**config.mk**
```make
export PLATFORM = sky130hd
export DESIGN_NAME = ysyx_22050039_exu_seq
export DESIGN_NICKNAME = d
export VERILOG_FILES = /design/src/rtl/ysyx_22050039_exu_seq.sv
export SDC_FILE = /design/constraint.sdc
export NUM_CORES = 1
export LEC_CHECK = 0
export BUFFER_PORTS_ARGS = -buffer_cell sky130_fd_sc_hd__buf_2
export CAP_MARGIN = 15
export CORE_AREA = 2 2 208 210
export CTS_CLUSTER_SIZE = 12
export DETAILED_ROUTE_END_ITERATION = 8
export DIE_AREA = 0 0 210 212
export GPL_ROUTABILITY_DRIVEN = 0
export PLACE_DENSITY_LB_ADDON = 0.1
export SYNTH_ARGS = -nofsm -noshare
export SYNTH_HDL_FRONTEND = slang
export SYNTH_SLANG_ARGS = --single-unit
```
**constraint.sdc**
```tcl
create_clock -name clk -period 3.8 [get_ports clk]
set_input_delay 0.19 -clock clk [delete_from_list [all_inputs] [get_ports clk]]
set_output_delay 0.19 -clock clk [all_outputs]
set_load 0.03 [all_outputs]
```
**src/rtl/ysyx_22050039_exu_seq.sv**
```systemverilog
// ysyx_22050039_exu_seq: multi-cycle fetch/exec/mem/writeback sequencer with PC, halt/trap and counters
module ysyx_22050039_exu_seq #(
  parameter int XLEN = 64,
  parameter logic [XLEN-1:0] RESET_PC = XLEN'(64'h8000_0000)
) (
  input  logic            clk,
  input  logic            rst,
  output logic            ifu_req_valid,
  input  logic            ifu_req_ready,
  output logic [XLEN-1:0] ifu_addr,
  input  logic            ifu_resp_valid,
  input  logic [31:0]     ifu_resp_inst,
  output logic [31:0]     inst,
  input  logic            dec_mem,
  input  logic            dec_store,
  input  logic            dec_jump,
  input  logic            dec_ebreak,
  input  logic            dec_invalid,
  input  logic [XLEN-1:0] exu_result,
  input  logic [XLEN-1:0] exu_dnpc,
  output logic            lsu_req_valid,
  input  logic            lsu_req_ready,
  input  logic            lsu_resp_valid,
  output logic            rf_wen,
  output logic [XLEN-1:0] wb_data,
  output logic [XLEN-1:0] pc,
  output logic            retire,
  output logic            halted,
  output logic            trapped,
  output logic [XLEN-1:0] cycle_cnt,
  output logic [XLEN-1:0] instret_cnt
);
  typedef enum logic [2:0] {FETCH_REQ, FETCH_WAIT, EXEC, MEM_REQ, MEM_WAIT, WB, HALT, TRAP} state_t;
  state_t state, nxt;
  logic [XLEN-1:0] npc;
  logic st_store;
  logic halt_new;
  logic exec_ok;
  // next-state selection; EXEC resolves invalid > ebreak > misaligned jump > normal
  always_comb begin
    nxt = state;
    case (state)
      FETCH_REQ:  nxt = ifu_req_ready ? FETCH_WAIT : FETCH_REQ;
      FETCH_WAIT: nxt = ifu_resp_valid ? EXEC : FETCH_WAIT;
      EXEC:       nxt = dec_invalid ? TRAP : dec_ebreak ? HALT :
                        (dec_jump && |exu_dnpc[1:0]) ? TRAP : dec_mem ? MEM_REQ : WB;
      MEM_REQ:    nxt = lsu_req_ready ? MEM_WAIT : MEM_REQ;
      MEM_WAIT:   nxt = lsu_resp_valid ? WB : MEM_WAIT;
      WB:         nxt = FETCH_REQ;
      default:    nxt = state;
    endcase
  end
  assign exec_ok       = state == EXEC && (nxt == MEM_REQ || nxt == WB);
  assign ifu_req_valid = state == FETCH_REQ;
  assign lsu_req_valid = state == MEM_REQ;
  assign ifu_addr      = pc;
  assign rf_wen        = state == WB && !st_store;
  assign retire        = state == WB || halt_new;
  // state, architectural registers and counters
  always_ff @(posedge clk) begin
    if (rst) begin
      state       <= FETCH_REQ;
      pc          <= RESET_PC;
      npc         <= RESET_PC;
      inst        <= '0;
      wb_data     <= '0;
      st_store    <= 1'b0;
      halted      <= 1'b0;
      trapped     <= 1'b0;
      halt_new    <= 1'b0;
      cycle_cnt   <= '0;
      instret_cnt <= '0;
    end else begin
      state     <= nxt;
      cycle_cnt <= cycle_cnt + 1'b1;
      halt_new  <= state == EXEC && nxt == HALT;
      if (state == FETCH_WAIT && ifu_resp_valid) inst <= ifu_resp_inst;
      if (exec_ok) begin
        wb_data  <= exu_result;
        npc      <= dec_jump ? exu_dnpc : pc + XLEN'(4);
        st_store <= dec_store;
      end
      if (state == EXEC && nxt == HALT) halted <= 1'b1;
      if (state == EXEC && nxt == TRAP) trapped <= 1'b1;
      if (state == WB) pc <= npc;
      if (retire) instret_cnt <= instret_cnt + 1'b1;
    end
  end
endmodule

```
==> reports/results.md, run 1 <==
- **number of input and output port buffers inserted** 528
- **aggregate negative setup slack** 0 ns
- **largest net degree at the start of global routing** 191
- **per-cell routed wire length** 16.9 um
- **x dimension of the die** 210 um
- **cells along the critical path** dlygate4sd3_1, buf_2, o21a_1, or3_1, nand3b_1, buf_12, a21oi_1, o21ai_0, a21oi_1
- **r2r worst-path depth** 6
- **fraction of the yosys area taken by sequential cells** 0.443
- **cell with the biggest individual delay on the critical path** sky130_fd_sc_hd__nand3b_1
- **global-route wire length before repair** 81.9 mm
- **class of the most critical hold timing path** input pin to flop
- **worst-skew pair later-pin latency** 0.56 ns
- **classification of the worst setup path** input pin to flop
- **FFs w/ async S/R, synth** 0
- **CTS clk-pin slew, worst paths** 0.06 ns
- **synthesis-to-layout area growth** 31.7%
- **aggregate global routing overflow** 0
- **endpoints failing setup** 0
- **chip height** 212 um
- **I/O pin count** 529
- **average cell area after synthesis** 7.94 um2
- **Detailed Routing Iterations Pass 1** 5
- **internal reg-to-reg setup slack** 1.16 ns
- **global-route met3 utilization** 0.0452
- **final hold vios** 0
- **cell area after synthesis** 0.0162 mm2
- **VDD IR max** 298 uV
- **startpoint type of the worst setup path** input pin
- **leakage power** 0.00888 uW
- **Least-Margin Pin Slew** 0.982 ns
- **number of nets with antenna violations after detailed routing** 0
- **arrival time at the worst endpoint** 3.16 ns
- **initial core utilization** 0.381
- **Max Buffers Root-to-Sink** 3
- **Placeable Area** 0.0425 mm2
- **WL final** 53.2 mm
- **fraction of layout instances using a drive strength above 1** 0.249
- **Critical Path Sink Type** flop
- **Maximum Capacitance Violations** 0
- **synthesized instance count** 2,040
- **number of post-CTS setup repair buffers** 0
- **hold-fix buffer count after cts** 117
- **final worst-path setup slack** 1.12 ns
- **number of flops mapped to enable cells by yosys** 0
- **highest clock rate** 374 MHz
- **most used routing layer in global routing** met2
- **Global Route Usage Sum** 0.229
- **CTS tree** done
- **Pwr Density** 401 mW/mm2
- **run status** finished, final reports clean
- **commonest register cell after synthesis** sky130_fd_sc_hd__dfxtp_1
- **max-slew violation count** 0
- **initial antenna violation count** 10
- **worst r2r src** ifu_addr[8]
- **HPWL after DPL** 36.1 mm
- **Row Count** 76
- **fin crit period** 2.68 ns
- **peak per-stage delay on the critical path** 0.60 ns
- **final clock period utilization by the worst path** 0.704
- **die footprint** 0.0445 mm2
- **pre-CTS setup slack** 1.12 ns
- **met1 demand-to-capacity share in global routing** 0.292
- **Netlist cell types** 55
- **CP most frequent cell** sky130_fd_sc_hd__a21oi_1
- **number of nets produced by synthesis** 2,214
- **skew final** 0.0138 ns
- **required time worst endpoint** 4.28 ns
- **CP Launch Point** exu_dnpc[0]
- **total clock buffers created by CTS** 42
- **worst hold path stage count** 3
- **number of levels the H-tree was split into** 2
- **count of yosys warnings during synthesis** 0
- **total via count after detailed routing** 16,000
- **via count of the first global-routing pass** 14,800
- **post-route DRC violation count** 0
- **clock tree sinks** 359
- **root buffer cell** sky130_fd_sc_hd__clkbuf_16
- **detailed-route vias per instance** 5.10
- **synthesized flop and latch total** 359
- **Hold Startpoint** exu_dnpc[3]
- **Gates resized, CTS repair** 0
- **crit path max fanout** 134
- **worst-case headroom to the max-slew limit** 0.345
- **count of routing violations after the opening detailed-route iteration** 834
- **met2 GRT Util** 0.382
- **setup repair after global routing missed its margin** no
- **total number of nets in the final design** 2,736
[Yosys cell counts, types with 2 or more instances]
master | count | area share
sky130_fd_sc_hd__nand4_1 | 55 | 0.021
sky130_fd_sc_hd__nor3b_1 | 2 | 0.00093
sky130_fd_sc_hd__a21oi_1 | 249 | 0.077
sky130_fd_sc_hd__buf_2 | 20 | 0.0062
sky130_fd_sc_hd__mux2i_1 | 4 | 0.0025
sky130_fd_sc_hd__dfxtp_1 | 359 | 0.44
sky130_fd_sc_hd__nand2_1 | 446 | 0.10
sky130_fd_sc_hd__or2_2 | 4 | 0.0015
sky130_fd_sc_hd__nor3_2 | 8 | 0.0049
sky130_fd_sc_hd__nand4_2 | 2 | 0.0015
sky130_fd_sc_hd__nand4_4 | 2 | 0.0026
sky130_fd_sc_hd__a31oi_1 | 6 | 0.0023
sky130_fd_sc_hd__nor2_1 | 154 | 0.036
sky130_fd_sc_hd__nor4_1 | 14 | 0.0054
sky130_fd_sc_hd__o211ai_1 | 3 | 0.0014
sky130_fd_sc_hd__mux2_2 | 3 | 0.0021
sky130_fd_sc_hd__nor4_2 | 9 | 0.0069
sky130_fd_sc_hd__and4_1 | 22 | 0.012
sky130_fd_sc_hd__buf_1 | 9 | 0.0021
sky130_fd_sc_hd__and2_1 | 11 | 0.0042
sky130_fd_sc_hd__buf_4 | 67 | 0.031
sky130_fd_sc_hd__nor3_1 | 32 | 0.0099
sky130_fd_sc_hd__nor2b_1 | 6 | 0.0023
sky130_fd_sc_hd__clkbuf_1 | 87 | 0.020
sky130_fd_sc_hd__o21a_1 | 5 | 0.0023
sky130_fd_sc_hd__a211oi_1 | 4 | 0.0019
sky130_fd_sc_hd__o21ai_0 | 46 | 0.014
sky130_fd_sc_hd__o22ai_1 | 34 | 0.013
sky130_fd_sc_hd__xnor2_1 | 73 | 0.039
sky130_fd_sc_hd__and3_1 | 55 | 0.021
sky130_fd_sc_hd__nand2b_1 | 3 | 0.0012
sky130_fd_sc_hd__inv_1 | 36 | 0.0083
sky130_fd_sc_hd__nor4_4 | 4 | 0.0053
sky130_fd_sc_hd__ha_1 | 3 | 0.0023
sky130_fd_sc_hd__nand3b_1 | 5 | 0.0023
sky130_fd_sc_hd__nand3_1 | 74 | 0.023
sky130_fd_sc_hd__or3_1 | 19 | 0.0073
sky130_fd_sc_hd__and3b_1 | 2 | 0.0011
sky130_fd_sc_hd__xor2_1 | 87 | 0.047
[power breakdown]
group	internal, uW	switching (uW)
clock	2500	1610
combinational	242	352
sequential	3810	33.4
[final cells by class]
type	count	area [um2]
inverter	37	139
multi-input combinational	1460	7920
tap	546	683
timing repair buffer	662	4010
clock buffer	66	1270
clock inverter	9	120
sequential	359	7190
fill	4130	21200
antenna	5	12.5
[flip-flops by register name, indices dropped and copies added (netlist names)]
name	count
instret_cnt	64
halt_new	1
trapped	1
npc	64
inst	32
st_store	1
ifu_addr	64
state	3
halted	1
cycle_cnt	64
wb_data	64
[stage by stage]
| step | total power [uW] | hold slack [ns] | util | cells | area (um2) |
|---|---|---|---|---|---|
| 4_1_cts | 8660 | 0.00135 | 0.501 | 3138 | 21300 |
| 3_5_place_dp | 4420 | 0.437 | 0.441 | 2946 | 18700 |
| 3_3_place_gp | 4420 | 0.430 | 0.441 | 2946 | 18700 |
| 6_report | 8550 | 0.0225 | 0.502 | 3144 | 21300 |
| 5_1_grt | 8860 | 0.0445 | 0.502 | 3142 | 21300 |
| 2_1_floorplan | 4220 | 0.326 | - | 2040 | 16200 |
[final timing paths]
path / to
setup / recovery: npc[23]
hold / removal: npc[3]
setup reg to reg: npc[57]
hold reg to reg: ifu_addr[11]
[worst max-delay path: cells and delay by family]
family                 cells  cell delay (ns)
buffers and inverters      3             1.12
and+or+nand+nor            2             0.97
AOI/OAI and AO/OA          4             0.74
[cell families (layout without fill, tap and decap cells)]
logic type,Yosys count,after routing,synth area share
and+or+nand+nor,937,937,0.278
muxes,7,7,0.00456
DFF,359,359,0.443
other,0,5,0
xor gates and xnor gates,160,160,0.0865
buffers and inverters,221,774,0.0687
AOI/OAI and AO/OA,353,353,0.116
adders and majority gates,3,3,0.00232
[metal layers]
layer  up-vias  part of all wire
li1       7887                 -
met4        12             0.033
met5         -            0.0015
met1      7543              0.43
met3       125             0.058
met2       476              0.47
[placed cells by master, fill, tap and decap left out, types with 5 or more instances in the layout]
cell type / netlist / routed
sky130_fd_sc_hd__a21oi_1: 249 / 249
sky130_fd_sc_hd__a31oi_1: 6 / 6
sky130_fd_sc_hd__and2_1: 11 / 11
sky130_fd_sc_hd__and3_1: 55 / 55
sky130_fd_sc_hd__and4_1: 22 / 22
sky130_fd_sc_hd__buf_2: 20 / 527
sky130_fd_sc_hd__buf_4: 67 / 13
sky130_fd_sc_hd__clkbuf_1: 87 / 14
sky130_fd_sc_hd__clkbuf_16: 0 / 45
sky130_fd_sc_hd__clkbuf_8: 0 / 7
sky130_fd_sc_hd__clkinv_2: 0 / 6
sky130_fd_sc_hd__dfxtp_1: 359 / 359
sky130_fd_sc_hd__diode_2: 0 / 5
sky130_fd_sc_hd__dlygate4sd3_1: 0 / 117
sky130_fd_sc_hd__inv_1: 36 / 36
sky130_fd_sc_hd__nand2_1: 446 / 446
sky130_fd_sc_hd__nand3_1: 74 / 74
sky130_fd_sc_hd__nand3b_1: 5 / 5
sky130_fd_sc_hd__nand4_1: 55 / 55
sky130_fd_sc_hd__nor2_1: 154 / 154
sky130_fd_sc_hd__nor2b_1: 6 / 6
sky130_fd_sc_hd__nor3_1: 32 / 32
sky130_fd_sc_hd__nor3_2: 8 / 8
sky130_fd_sc_hd__nor4_1: 14 / 14
sky130_fd_sc_hd__nor4_2: 9 / 8
sky130_fd_sc_hd__nor4_4: 4 / 5
sky130_fd_sc_hd__o21a_1: 5 / 5
sky130_fd_sc_hd__o21ai_0: 46 / 46
sky130_fd_sc_hd__o22ai_1: 34 / 34
sky130_fd_sc_hd__or3_1: 19 / 19
sky130_fd_sc_hd__xnor2_1: 73 / 73
sky130_fd_sc_hd__xor2_1: 87 / 87
Note: power is estimated with default switching activity, not from simulation.
==> inputs of run 2 (changes only) <==
--- a/config.mk
+++ b/config.mk
@@ -7,10 +7,10 @@
 export LEC_CHECK = 0
 export BUFFER_PORTS_ARGS = -buffer_cell sky130_fd_sc_hd__buf_2
 export CAP_MARGIN = 15
-export CORE_AREA = 2 2 208 210
+export CORE_AREA = 2 2 209 211
 export CTS_CLUSTER_SIZE = 12
 export DETAILED_ROUTE_END_ITERATION = 8
-export DIE_AREA = 0 0 210 212
+export DIE_AREA = 0 0 211 213
 export GPL_ROUTABILITY_DRIVEN = 0
 export PLACE_DENSITY_LB_ADDON = 0.1
 export SYNTH_ARGS = -nofsm -noshare
==> constraint.sdc (replaced) <==
create_clock -name clk -period 2.4 [get_ports clk]
set_input_delay 0.12 -clock clk [delete_from_list [all_inputs] [get_ports clk]]
set_output_delay 0.12 -clock clk [all_outputs]
set_load 0.03 [all_outputs]
==> run 2 against run 1 <==
Net effect: worst setup slack lost 0.93 ns; sequential share of layout area shrank 1.3 points; first-iteration DRC count grew 6.4%; critical path type is now flop to flop; critical path depth shrank 2; critical endpoint is now npc[56]; via count grew 2.1%; largest cell class unchanged; clock power grew 53%; cell count grew 3.1%.
==> reports/results.md, run 2 (synthesis results as in run 1) <==
- **Hold Startpoint** exu_dnpc[58], was exu_dnpc[3]
- **global-route wire length before repair** 84.2 mm, was 81.9 mm
- **commonest cells after routing, fill and taps aside** sky130_fd_sc_hd__buf_2 (527), sky130_fd_sc_hd__nand2_1 (446), sky130_fd_sc_hd__dfxtp_1 (357), was sky130_fd_sc_hd__buf_2 (527), sky130_fd_sc_hd__nand2_1 (446), sky130_fd_sc_hd__dfxtp_1 (359)
- **via count of the first global-routing pass** 15,400, was 14,800
- **total clock buffers created by CTS** 41, was 42
- **required time worst endpoint** 2.82 ns, was 4.28 ns
- **total via count after detailed routing** 16,400, was 16,000
- **leakage power** 0.00939 uW, was 0.00888 uW
- **Max Buffers Root-to-Sink** 3, unchanged
- **synthesis-to-layout area growth** 37.1%, was 31.7%
- **fill cell total of the finished layout** 4,116, was 4,130
- **fin crit period** 2.20 ns
- **post-route core utilization** 0.520, was 0.502
- **Placeable Area** 0.0427 mm2, was 0.0425 mm2
- **die footprint** 0.0449 mm2, was 0.0445 mm2
- **number of levels the H-tree was split into** 2, unchanged
- **clock tree sinks** 359, unchanged
- **chip height** 213 um, was 212 um
- **total number of nets in the final design** 2,837, was 2,736
- **HPWL after DPL** 37.8 mm, was 36.1 mm
- **worst slack on hold paths** 0.0247 ns, was 0.0225 ns
- **aggregate negative setup slack** 0 ns, unchanged
- **detailed-route vias per instance** 5.05, was 5.10
- **initial core utilization** 0.380, was 0.381
- **class of the most critical hold timing path** input pin to flop, unchanged
- **skew final** 0.0187 ns, was 0.0138 ns
- **Critical Path Sink Type** flop, unchanged
- **root buffer cell** sky130_fd_sc_hd__clkbuf_16, unchanged
- **number of input and output port buffers inserted** 528, unchanged
- **count of routing violations after the opening detailed-route iteration** 887, was 834
- **worst-skew pair later-pin latency** 0.57 ns, was 0.56 ns
- **register cell area after layout** 0.00719 mm2, about the same
- **area of the multi-input gates** 0.00795 mm2, was 0.00792 mm2
- **worst-case headroom to the max-slew limit** 0.443, was 0.345
- **final hold vios** 0, unchanged
- **classification of the worst setup path** flop to flop, was input pin to flop
- **endpoints failing setup** 0, unchanged
- **Detailed Routing Iterations Pass 1** 5, unchanged
- **dpl cell area** 0.0192 mm2, was 0.0187 mm2
- **WL final** 54.7 mm, was 53.2 mm
- **final instance area** 0.0222 mm2, was 0.0213 mm2
- **max-slew violation count** 0, unchanged
- **x dimension of the die** 211 um, was 210 um
- **Row Count** 76, unchanged
- **Least-Margin Pin Slew** 0.835 ns, was 0.982 ns
- **Maximum Capacitance Violations** 0, unchanged
- **VDD IR max** 492 uV, was 298 uV
- **fraction of layout instances using a drive strength above 1** 0.266, was 0.249
- **largest net degree at the start of global routing** 171, was 191
- **aggregate global routing overflow** 0, unchanged
- **highest clock rate** 454 MHz
- **number of nets with antenna violations after detailed routing** 0, unchanged
- **final clock period utilization by the worst path** 0.918
- **I/O pin count** 529, unchanged
- **arrival time at the worst endpoint** 2.62 ns, was 3.16 ns
- **Global Route Usage Sum** 0.233, was 0.229
- **setup repair after global routing missed its margin** no, unchanged
- **most common cell after layout, fill and taps aside** sky130_fd_sc_hd__buf_2, unchanged
- **Pwr Density** 603 mW/mm2, was 401 mW/mm2
- **initial antenna violation count** 5, was 10
- **CTS tree** done, unchanged
- **CTS clk-pin slew, worst paths** 0.06 ns, about the same
- **worst r2r src** ifu_addr[2], was ifu_addr[8]
- **post-route DRC violation count** 0, unchanged
- **CP Launch Point** ifu_addr[2], was exu_dnpc[0]
- **run status** finished, final reports clean, unchanged
- **per-cell routed wire length** 16.9 um, about the same
- **startpoint type of the worst setup path** flop, was input pin
- **crit path max fanout** 7, was 134
-- run 2: cell count changes in the layout (fill, tap and decap cells not counted), sizes merged --
cell,previous run,this run
inv,36,37
bufinv,3,0
diode,5,3
clkinv,7,6
dlygate4sd3,117,159
clkbuf,66,67
buf,545,605
-- run 2: per-layer routing --
metal | wire length (um) | global-route usage | up-vias
li1 | - | - | 8085
met1 | 23800 | 0.297 | 7708
met2 | 26100 | 0.392 | 486
met3 | 3270 | 0.0463 | 98
met4 | 1460 | 0.0823 | 4
met5 | 19 | 0 | -
-- run 2: metrics by stage --
| stage | setup slack [ns] | instances | power [uW] |
|---|---|---|---|
| 2_1_floorplan | 0.0852 | 2040 | 6680 |
| 3_3_place_gp | 0.154 | 3003 | 7010 |
| 3_5_place_dp | 0.130 | 3003 | 7010 |
| 4_1_cts | 0.0808 | 3235 | 13600 |
| 5_1_grt | 0.0386 | 3242 | 13900 |
| 6_report | 0.197 | 3242 | 13400 |
-- run 2: repair_timing --
item / 4_1_cts / 5_1_grt
hold buffers: 159 / 0
hold endpoints to repair: 176 / 0
resized for setup: 0 / 8
buffers inserted: 0 / 4
setup endpoints to repair: 0 / 16
-- run 2: final timing paths --
check | end | slack (ns) | cells after the start
setup / recovery | npc[56] | 0.20 | 7
hold / removal | npc[58] | 0.02 | 4
setup reg to reg | npc[56] | 0.20 | 7
hold reg to reg | wb_data[30] | 0.45 | 2
-- run 2: power breakdown --
group          internal [uW]  switching, uW
Clock                   3760           2540
Sequential              6030           45.4
Combinational            432            586
Total                  10200           3170
-- run 2: area by class of cell --
cell class              count  share of cell area
multi-input cells        1460               0.358
repair buffers            764               0.220
diodes                      3            0.000338
clock buffers              67              0.0597
inverters                  37             0.00625
clock inverters             6             0.00152
well taps                 546              0.0307
flip-flops and latches    359               0.324
-- run 2: critical path: stages, from the launching register on --
cell	delay, ns
sky130_fd_sc_hd__dfxtp_2	0.32
sky130_fd_sc_hd__ha_1	0.19
sky130_fd_sc_hd__and4_2	0.34
sky130_fd_sc_hd__nand4_4	0.16
sky130_fd_sc_hd__or4_4	0.63
sky130_fd_sc_hd__nor4_4	0.18
sky130_fd_sc_hd__xnor2_1	0.14
sky130_fd_sc_hd__o22ai_1	0.09
==> inputs of run 3 (changes only) <==
--- a/config.mk
+++ b/config.mk
@@ -13,6 +13,7 @@
 export DIE_AREA = 0 0 211 213
 export GPL_ROUTABILITY_DRIVEN = 0
 export PLACE_DENSITY_LB_ADDON = 0.1
+export SETUP_SLACK_MARGIN = 0.2
 export SYNTH_ARGS = -nofsm -noshare
 export SYNTH_HDL_FRONTEND = slang
 export SYNTH_SLANG_ARGS = --single-unit
==> run 3 against run 2 <==
Net effect: combinational power about the same; utilization rose by 0.51 points; clock skew down 0.0027 ns; via count decreased by 0.44%; sequential power barely moved; clock-buffer cell count down 1; fmax grew 6.8%; die area stayed put; routed wire length increased by 1.1%; largest cell class unchanged; largest power group unchanged.
==> reports/results.md, run 3 (synthesis results as in run 1) <==
- **Hold Startpoint** exu_dnpc[7], was exu_dnpc[58]
- **WL final** 55.3 mm, was 54.7 mm
- **Placeable Area** 0.0427 mm2, unchanged
- **detailed-route vias per instance** 5.02, was 5.05
- **aggregate negative setup slack** 0 ns, unchanged
- **final hold vios** 0, unchanged
- **number of levels the H-tree was split into** 2, unchanged
- **CTS tree** done, unchanged
- **design internal power** 10,400 uW, was 10,200 uW
- **VDD IR max** 382 uV, was 492 uV
- **synthesis-to-layout area growth** 38.4%, was 37.1%
- **Least-Margin Pin Slew** 0.846 ns, was 0.835 ns
- **class of the most critical hold timing path** input pin to flop, unchanged
- **number of nets with antenna violations after detailed routing** 0, unchanged
- **Maximum Capacitance Violations** 0, unchanged
- **r2r worst-path depth** 7, unchanged
- **post-route DRC violation count** 0, unchanged
- **largest net degree at the start of global routing** 125, was 171
- **portion of total power attributed to sequential cells** 0.447, was 0.454
- **endpoint of the worst register-to-register path** npc[63], was npc[56]
- **required time worst endpoint** 2.81 ns, was 2.82 ns
- **x dimension of the die** 211 um, unchanged
- **initial antenna violation count** 1, was 5
- **Row Count** 76, unchanged
- **root buffer cell** sky130_fd_sc_hd__clkbuf_16, unchanged
- **share of total power in combinational logic** 0.076, about the same
- **Global Route Usage Sum** 0.234, was 0.233
- **worst hold path stage count** 5, was 4
- **chip height** 213 um, unchanged
- **via count of the first global-routing pass** 15,400, about the same
- **clock tree sinks** 359, unchanged
- **max-slew violation count** 0, unchanged
- **Pwr Density** 605 mW/mm2, was 603 mW/mm2
- **pre-CTS setup slack** 0.178 ns, was 0.130 ns
- **setup repair after global routing missed its margin** yes, was no
- **CTS clk-pin slew, worst paths** 0.06 ns, about the same
- **classification of the worst setup path** flop to flop, unchanged
- **HPWL after DPL** 37.4 mm, was 37.8 mm
- **I/O pin count** 529, unchanged
- **most common cell after layout, fill and taps aside** sky130_fd_sc_hd__buf_2, unchanged
- **global-route wire length before repair** 84.2 mm, about the same
- **worst r2r src** ifu_addr[7], was ifu_addr[2]
- **final worst-path setup slack** 0.337 ns, was 0.197 ns
- **worst-skew pair later-pin latency** 0.56 ns, was 0.57 ns
- **total clock buffers created by CTS** 42, was 41
- **total via count after detailed routing** 16,300, was 16,400
- **Detailed Routing Iterations Pass 1** 5, unchanged
- **final clock period utilization by the worst path** 0.859, was 0.918
- **worst-case headroom to the max-slew limit** 0.436, was 0.443
- **leakage power** 0.00951 uW, was 0.00939 uW
- **run status** finished, final reports clean, unchanged
- **Max Buffers Root-to-Sink** 3, unchanged
- **Critical Path Sink Type** flop, unchanged
- **total number of nets in the final design** 2,847, was 2,837
- **internal reg-to-reg setup slack** 0.34 ns, was 0.20 ns
- **commonest cells after routing, fill and taps aside** sky130_fd_sc_hd__buf_2 (527), sky130_fd_sc_hd__nand2_1 (446), sky130_fd_sc_hd__dfxtp_1 (338), was sky130_fd_sc_hd__buf_2 (527), sky130_fd_sc_hd__nand2_1 (446), sky130_fd_sc_hd__dfxtp_1 (357)
- **end point of the most critical hold path** npc[7], was npc[58]
- **crit path max fanout** 9, was 7
- **startpoint type of the worst setup path** flop, unchanged
- **aggregate global routing overflow** 0, unchanged
- **die footprint** 0.0449 mm2, unchanged
- **fin crit period** 2.06 ns, was 2.20 ns
- **number of input and output port buffers inserted** 528, unchanged
- **endpoints failing setup** 0, unchanged
- **initial core utilization** 0.380, unchanged
- **skew final** 0.0160 ns, was 0.0187 ns
- **highest clock rate** 485 MHz, was 454 MHz
- **per-cell routed wire length** 17.0 um, was 16.9 um
- **fraction of layout instances using a drive strength above 1** 0.279, was 0.266
- **switching power total** 3160 uW, was 3170 uW
- **arrival time at the worst endpoint** 2.47 ns, was 2.62 ns
- **portion of total power attributed to the clock network** 0.477, was 0.470
- **switching power as a share of total power** 0.232, was 0.237
- **count of routing violations after the opening detailed-route iteration** 1,023, was 887
[run 3: layout make-up]
| class | count | area (um2) |
|---|---|---|
| inverter | 37 | 139 |
| clock inverter | 8 | 90.1 |
| antenna | 1 | 2.50 |
| fill | 4157 | 20300 |
| timing repair buffer | 773 | 4960 |
| tap | 546 | 683 |
| clock buffer | 66 | 1320 |
| sequential | 359 | 7220 |
| multi-input combinational | 1460 | 8020 |
[run 3: worst max path at each step]
stage                          startpoint               to  slack (ns)  cells past startpoint
final                         ifu_addr[7]          npc[63]        0.34                      7
after global routing      instret_cnt[23]  instret_cnt[61]        0.18                      6
after CTS                        state[1]  instret_cnt[61]        0.19                      6
after detailed placement      ifu_addr[3]          npc[56]        0.18                      7
after global placement        ifu_addr[3]          npc[56]        0.21                      7
after floorplan               ifu_addr[5]          npc[56]        0.19                      8
[run 3: through the flow]
| stage | util | area [um2] | total power (uW) | hold slack (ns) | instances |
|---|---|---|---|---|---|
| 6_report | 0.525 | 22400 | 13600 | 0.0365 | 3250 |
| 5_1_grt | 0.525 | 22400 | 14100 | 0.0436 | 3250 |
| 4_1_cts | 0.521 | 22200 | 13700 | 0.00575 | 3235 |
| 3_5_place_dp | 0.449 | 19200 | 7020 | 0.365 | 2999 |
| 3_3_place_gp | 0.449 | 19200 | 7010 | 0.359 | 2999 |
| 2_1_floorplan | - | 16200 | 6670 | 0.256 | 2040 |
[run 3: power by group through the flow]
stage / registers (uW) / logic [uW] / clock network [uW]
floorplan: 6310 / 360 / 0
global route: 6080 / 1110 / 6880
CTS: 6070 / 1020 / 6650
finish: 6070 / 1030 / 6480
detailed placement: 6200 / 819 / 0
global placement: 6200 / 814 / 0
[run 3: worst max-delay path, stage by stage, from the launching register on]
cell and delay [ns]:
sky130_fd_sc_hd__dfxtp_2 0.44, sky130_fd_sc_hd__nand4_1 0.26, sky130_fd_sc_hd__nor4_4 0.34, sky130_fd_sc_hd__buf_6 0.20, sky130_fd_sc_hd__nand4_4 0.20, sky130_fd_sc_hd__nor3_2 0.24, sky130_fd_sc_hd__xnor2_1 0.14, sky130_fd_sc_hd__o22ai_1 0.09
[run 3: routing by layer]
metal,share of wire,up-vias,track usage
met1,0.43,7651,0.296
met4,0.028,0,0.0760
met3,0.055,94,0.0432
met5,0,-,0
li1,-,8096,-
met2,0.48,468,0.403
[run 3: timing repair]
item                                   CTS  global route
resized for setup                       10            31
hold buffers                           158             0
setup endpoints to repair               11            52
pin swaps                                3             5
endpoints found under the hold margin  176             0
setup buffers                            4            14
